==> src/rtl/dec5_32_accum.sv <==
// rtl/dec5_32_accum.sv - index-to-mask accumulator with distinct count and duplicate flag
module dec5_32_accum (
  input  logic        clk,
  input  logic        reset,
  input  logic        in_valid,
  output logic        in_ready,
  input  logic [4:0]  in_idx,
  input  logic        in_last,
  input  logic        clear,
  output logic        out_valid,
  input  logic        out_ready,
  output logic [31:0] out_mask,
  output logic [5:0]  out_cnt,
  output logic        out_dup,
  output logic [31:0] onehot
);

  typedef enum logic {
    ACCUM = 1'b0,
    HOLD  = 1'b1
  } state_t;

  state_t      state_q, state_d;
  logic [31:0] mask_q, mask_d;
  logic [5:0]  cnt_q, cnt_d;
  logic        dup_q, dup_d;
  logic        accept;
  logic        bit_seen;

  // Pure decode of the offered index, independent of any handshake.
  always_comb begin
    onehot = 32'd1 << in_idx;
  end

  // Handshake outputs and the accept qualifier; reset masks in_ready directly
  // so the source sees back-pressure for the whole reset pulse.
  always_comb begin
    in_ready  = (state_q == ACCUM) && !reset;
    out_valid = (state_q == HOLD);
    accept    = in_valid && in_ready && !clear;
    bit_seen  = mask_q[in_idx];
  end

  // Next-state and next-data logic; clear wins over an accept in ACCUM,
  // and HOLD freezes everything until the consumer takes the set.
  always_comb begin
    state_d = state_q;
    mask_d  = mask_q;
    cnt_d   = cnt_q;
    dup_d   = dup_q;
    case (state_q)
      ACCUM: begin
        if (clear) begin
          mask_d = 32'd0;
          cnt_d  = 6'd0;
          dup_d  = 1'b0;
        end else if (accept) begin
          mask_d = mask_q | onehot;
          if (bit_seen) begin
            dup_d = 1'b1;
          end else begin
            cnt_d = cnt_q + 6'd1;
          end
          if (in_last) begin
            state_d = HOLD;
          end
        end
      end
      HOLD: begin
        if (out_ready) begin
          mask_d  = 32'd0;
          cnt_d   = 6'd0;
          dup_d   = 1'b0;
          state_d = ACCUM;
        end
      end
      default: begin
        state_d = ACCUM;
      end
    endcase
  end

  // State and accumulator registers with asynchronous clear.
  always_ff @(posedge clk or posedge reset) begin
    if (reset) begin
      state_q <= ACCUM;
      mask_q  <= 32'd0;
      cnt_q   <= 6'd0;
      dup_q   <= 1'b0;
    end else begin
      state_q <= state_d;
      mask_q  <= mask_d;
      cnt_q   <= cnt_d;
      dup_q   <= dup_d;
    end
  end

  // Finished-set outputs come straight from the registers.
  always_comb begin
    out_mask = mask_q;
    out_cnt  = cnt_q;
    out_dup  = dup_q;
  end

endmodule

==> config.mk <==
export PLATFORM = sky130hd
export DESIGN_NAME = dec5_32_accum
export DESIGN_NICKNAME = d
export VERILOG_FILES = /design/src/rtl/dec5_32_accum.sv
export SDC_FILE = /design/constraint.sdc
export NUM_CORES = 1
export LEC_CHECK = 0
export CORE_MARGIN = 1
export CORE_UTILIZATION = 40
export CTS_BUF_LIST = sky130_fd_sc_hd__clkbuf_16
export DETAILED_ROUTE_END_ITERATION = 8
export PLACE_DENSITY = 0.87
export SLEW_MARGIN = 40
export SYNTH_ARGS = -nofsm -noshare
export SYNTH_HDL_FRONTEND = slang
export SYNTH_SLANG_ARGS = --single-unit
export TNS_END_PERCENT = 30
==> constraint.sdc <==
create_clock -name clk -period 1.7 [get_ports clk]
set_input_delay 0.34 -clock clk [delete_from_list [all_inputs] [get_ports clk]]
set_output_delay 0.34 -clock clk [all_outputs]
set_load 0.02 [all_outputs]
# ---- Word level (Yosys, flattened, before mapping)
# Index checks and enable logic that the tools add are counted.
dict set report word_totals {
  regBits 40
  latch_bits 0
  ram_bits 0
  mem_bits_ro 0
  in_bits 11
  memories 0
}
dict set report classes {
  n_addsub 1
  n_mul 0
  n_div 0
  order_cmp 1
  eq_ne 4
  shift 1
  muxes 21
  bitwise_logic 2
  reduce_logical 8
}
# op n
set ops {}
lappend ops {{32-bit two-way mux} 3}
lappend ops {{32-bit case mux with 2 select lines} 1}
lappend ops {{32-bit OR} 1}
lappend ops {{1-bit by 5-bit left shift with 32-bit output (first input constant)} 1}
lappend ops {{6-bit two-way mux} 4}
lappend ops {{6-bit case mux with 2 select lines} 1}
lappend ops {{1-bit two-way mux} 9}
lappend ops {{3-bit inequality test (second input constant)} 3}
lappend ops {{6-bit by 1-bit adder with 6-bit output (second input constant)} 1}
lappend ops {{5-bit by 6-bit less-than comparator with 1-bit output (second input constant)} 1}
lappend ops {{3-bit AND reduction} 2}
lappend ops {{1-bit binary-select mux with 5-bit select} 1}
lappend ops {{1-bit case mux with 2 select lines} 2}
lappend ops {{1-bit logical AND} 3}
lappend ops {{1-bit logical NOT} 2}
lappend ops {{2-bit inequality test (second input constant)} 1}
lappend ops {{2-bit AND reduction} 1}
lappend ops {{1-bit inverter} 1}

# ---- Longest topological paths before layout
dict set report depth {
  ltp_word 7
  mapped_depth 10
  mapped_depth_nobuf 6
}

# ---- Worst setup path before layout
# No wires, ideal clock.
dict set report synth_timing {
  path_kind {input -> register}
  start {input reset}
  end {register mask_q[4] (netlist: out_mask[4])}
  arrival_time_ns 2.259
  path_slack_ns -0.632
  cell_stages 7
  path_buffers 1
  cell_sequence {inv_1 > and3_1 > clkbuf_1 > nand2_1 > nor3_1 > a21oi_1 > nor2_1}
}
dict set report synth_via {
  elab_chain_len 6
}
# item line
set synth_lines {}
lappend synth_lines {{start, declared} 4} ;# input logic reset,
lappend synth_lines {{1-bit logical NOT (no line)} -}
lappend synth_lines {{1-bit logical AND} 38} ;# in_ready = (state_q == ACCUM) && !reset;
lappend synth_lines {{1-bit logical AND (2 in a row)} 40} ;# accept = in_valid && in_ready && !clear;
lappend synth_lines {{3-bit inequality test (no line)} -}
lappend synth_lines {{2-bit AND reduction (no line)} -}
lappend synth_lines {{end signal, assigned} 92} ;# mask_q <= mask_d;
lappend synth_lines {{end, declared} 24} ;# logic [31:0] mask_q, mask_d;
# Every way passes these cells.
# A chain may end at the register's enable or synchronous reset.

# ---- Final worst setup path
dict set report layout_timing {
  start {input in_idx[1]}
  end {register cnt_q[2] (netlist: out_cnt[2])}
}
dict set report layout_via {
  elab_chain_len 4
}
# item line
set layout_lines {}
lappend layout_lines {{start, declared} 7} ;# input logic [4:0] in_idx,
lappend layout_lines {{1-bit binary-select mux with 5-bit select} 41} ;# bit_seen = mask_q[in_idx];
lappend layout_lines {{1-bit two-way mux (not written as such)} 41}
lappend layout_lines {{3-bit inequality test (no line)} -}
lappend layout_lines {{3-bit AND reduction (no line)} -}
lappend layout_lines {{end signal, assigned} 93} ;# cnt_q <= cnt_d;
lappend layout_lines {{end, declared} 25} ;# logic [5:0] cnt_q, cnt_d;
# Every way passes these cells. The select of a mux whose other input is x is not followed.

==> impl_metrics.env <==
export IMPL_maxCapViolCount=0
export IMPL_synth_xor_area_share_pct=0.402
export IMPL_setup_violations_final=7
export IMPL_io_buffers=83
export IMPL_synthCells=249
export IMPL_worst_hold_slack_ns=0.451
export IMPL_die_w_um=75.8
export IMPL_top_usage_layer="met2"
export IMPL_crit_type="in -> reg"
export IMPL_r2r_setup_slack_ns=-0.15
export IMPL_initial_core_util_pct=42.1
export IMPL_async_flop_share_pct=100
export IMPL_ys_seq_area_share_pct=46.0
export IMPL_syn_avg_cell_area_sq_um=8.75
export IMPL_startpoint_type="primary input"
export IMPL_wl_per_cell_um=19.7
export IMPL_p_leak_nw=2.37
export IMPL_drt_pass1_iter_count=5
export IMPL_yosysWarnings=0
export IMPL_cts_tree="yes"
export IMPL_grt_pass1_vias=2593
export IMPL_use_met3_pct=5.69
export IMPL_p_total_w=0.00233
export IMPL_ioPinCount=84
export IMPL_area_growth_pct=74.7
export IMPL_synth_top_family_by_area="simple AND/OR/NAND/NOR gates"
export IMPL_syn_num_nets=261
export IMPL_cts_clk_slew_worst_paths_ns=0.06
export IMPL_slew_headroom_pct=52.2
export IMPL_synth_mux_area_share_pct=12.3
export IMPL_die_y_um=75.8
export IMPL_drive_above_1_share_pct=37.8
export IMPL_drcViolationCount=0
export IMPL_use_met2_pct=51.9
export IMPL_drt_total_wl_mm=9.08
export IMPL_fin_crit_ns=1.86
export IMPL_dp_hpwl_mm=5.52
export IMPL_cp_end_kind="register"
export IMPL_yosys_most_used_dff="dfrtp_1"
export IMPL_status="complete, but fails checks"
export IMPL_antenna_cells=0
export IMPL_violations="setup timing"
export IMPL_peakVddDrop_mv=0.622
export IMPL_cts_root_buffer="clkbuf_16"
export IMPL_cts_buffers_inserted=5
export IMPL_max_freq_ghz=0.537
export IMPL_grt_overflow_total=0
export IMPL_yosys_area_share_simple_pct=24.6
export IMPL_drt_initial_drc_count=298
export IMPL_syn_cell_area_sq_mm=0.00218
export IMPL_clock_path_buffers=2
export IMPL_pwr_density_cell_mw_per_mm2=613
export IMPL_gp_congestion=0.866
export IMPL_slew_violations=0
export IMPL_arrival_ns=2.06
export IMPL_synth_compound_area_share_pct=11.0
export IMPL_core_sq_mm=0.00517
export IMPL_grt_first_pass_wirelength_mm=13.0
export IMPL_min_path_type="in -> reg"
export IMPL_layout_setup_ws_ns=-0.161
export IMPL_insertion_delay_ns=0.29
export IMPL_synth_edff_count=0
export IMPL_path_max_fanout=8
export IMPL_max_slew_worst_pin_slew_ns=0.717
export IMPL_grt_max_degree=38
export IMPL_h_tree_depth=2
export IMPL_final_nets=403
export IMPL_synthAdderAreaFrac_pct=0.574
export IMPL_critPathRequiredTime_ns=1.90
export IMPL_hold_violations=0
export IMPL_cts_sinks=40
export IMPL_met1_usage_pct=38.3
export IMPL_ant_nets=0
export IMPL_grt_use_total_pct=31.7
export IMPL_fp_row_count=26
export IMPL_finalCritPeriodShare_pct=109
export IMPL_clock_skew_ns=0.00630
export IMPL_dieArea_sq_mm=0.00574
export IMPL_vias=2658
export IMPL_final_util_pct=73.6
export IMPL_yosysUniqueCellTypes=30
export IMPL_antenna_found_initial=0
export IMPL_ys_ff_latch=40
export IMPL_avgViaCountPerCell=5.75
export IMPL_rsz0062_at_grt="true"
==> flip-flops by register name (all words and copies together), names as in the netlist <==
name,flops
out_cnt,6
out_dup,1
out_mask,32
out_valid,1
==> Yosys cell counts, drive strengths merged, types with 4 or more instances <==
cell	instances	share of area (%)
a21oi	32	7.4
a31oi	5	1.4
buf	12	3.6
clkbuf	7	1.2
dfrtp	40	46
mux2i	19	8.7
nand2	13	2.2
nand2b	4	1.1
nand3	4	0.92
nor2	64	11
nor2b	4	1.1
nor3	17	3.9
or3	5	1.4
==> path summary, 6_finish.rpt <==
kind                                    from            to  cells past startpoint
worst max-delay path               in_idx[1]    out_cnt[2]                      9
worst min-delay path               in_idx[3]  out_mask[26]                      3
worst max register to register  out_mask[31]    out_cnt[2]                      6
worst min register to register       out_dup       out_dup                      2
max in group asynchronous              reset  out_mask[25]                      4
min in group asynchronous              reset  out_mask[22]                      3
==> logic make-up (layout without fill, tap and decap cells) <==
| kind of cell | after synthesis | in the layout |
|---|---|---|
| buffers and inverters | 21 | 164 |
| muxes | 23 | 23 |
| adders and majority gates | 1 | 1 |
| DFF | 40 | 40 |
| xor gates and xnor gates | 1 | 1 |
| and+or+nand+nor | 120 | 120 |
| AOI/OAI and AO/OA | 43 | 43 |
==> final cells by class <==
class / count / area (sq um)
Timing Repair Buffer: 154 / 1370
Fill cell: 330 / 1370
Multi-Input combinational cell: 188 / 1190
Sequential cell: 40 / 1000
Clock buffer: 5 / 125
Tap cell: 70 / 87.6
Clock inverter: 3 / 13.8
Inverter: 2 / 11.3
==> worst max-delay path, stage by stage <==
cell and delay (ns):
buf_8 0.11, buf_12 0.13, buf_4 0.13, mux2i_1 0.22
mux4_2 0.28, nand3_2 0.10, and3_4 0.23, or3_1 0.31
a21oi_1 0.19
==> metal layers <==
| metal | vias to the layer above | wire length (um) |
|---|---|---|
| li1 | 1145 | - |
| met1 | 1283 | 3470 |
| met2 | 180 | 4350 |
| met3 | 50 | 752 |
| met4 | 0 | 509 |
| met5 | - | 0 |
==> through the flow <==
step	cells	setup WS [ns]	setup TNS [ns]	cell area, sq um
after floorplan	249	-0.195	-6.06	2230
after global placement	449	-0.819	-36.67	3550
after detailed placement	449	-0.897	-40.76	3550
after CTS	460	-0.103	-0.541	3670
after global routing	462	-0.176	-1.11	3800
final	462	-0.161	-0.608	3800
==> layout by cell type, fill, tap and decap left out, types with 3 or more instances in the layout <==
cell | Yosys | layout
dfrtp_1 | 40 | 40
buf_2 | 5 | 27
clkdlybuf4s50_1 | 0 | 11
nor3_2 | 0 | 5
mux4_2 | 3 | 3
nor2b_1 | 4 | 3
dlymetal6s2s_1 | 0 | 33
buf_12 | 0 | 3
clkbuf_16 | 0 | 5
nor2_2 | 0 | 3
nand2_1 | 13 | 10
nor2_1 | 64 | 59
a31oi_1 | 5 | 3
buf_4 | 0 | 72
mux2i_1 | 19 | 17
nor3_1 | 17 | 12
a21oi_1 | 32 | 31
or3_1 | 5 | 4
==> report_power, final <==
part,switching [W],internal (W)
Sequential,0.0000122,0.000963
Combinational,0.000254,0.000184
Clock,0.000384,0.000533
==> timing repair <==
action	4_1_cts	5_1_grt
endpoints found under the hold margin	0	0
gates resized for setup	168	63
setup endpoints to repair	63	78
gates cloned	2	0
hold buffers	0	0
setup buffers	1	2
pin swaps	4	7
(Power assumes the default switching activity.)
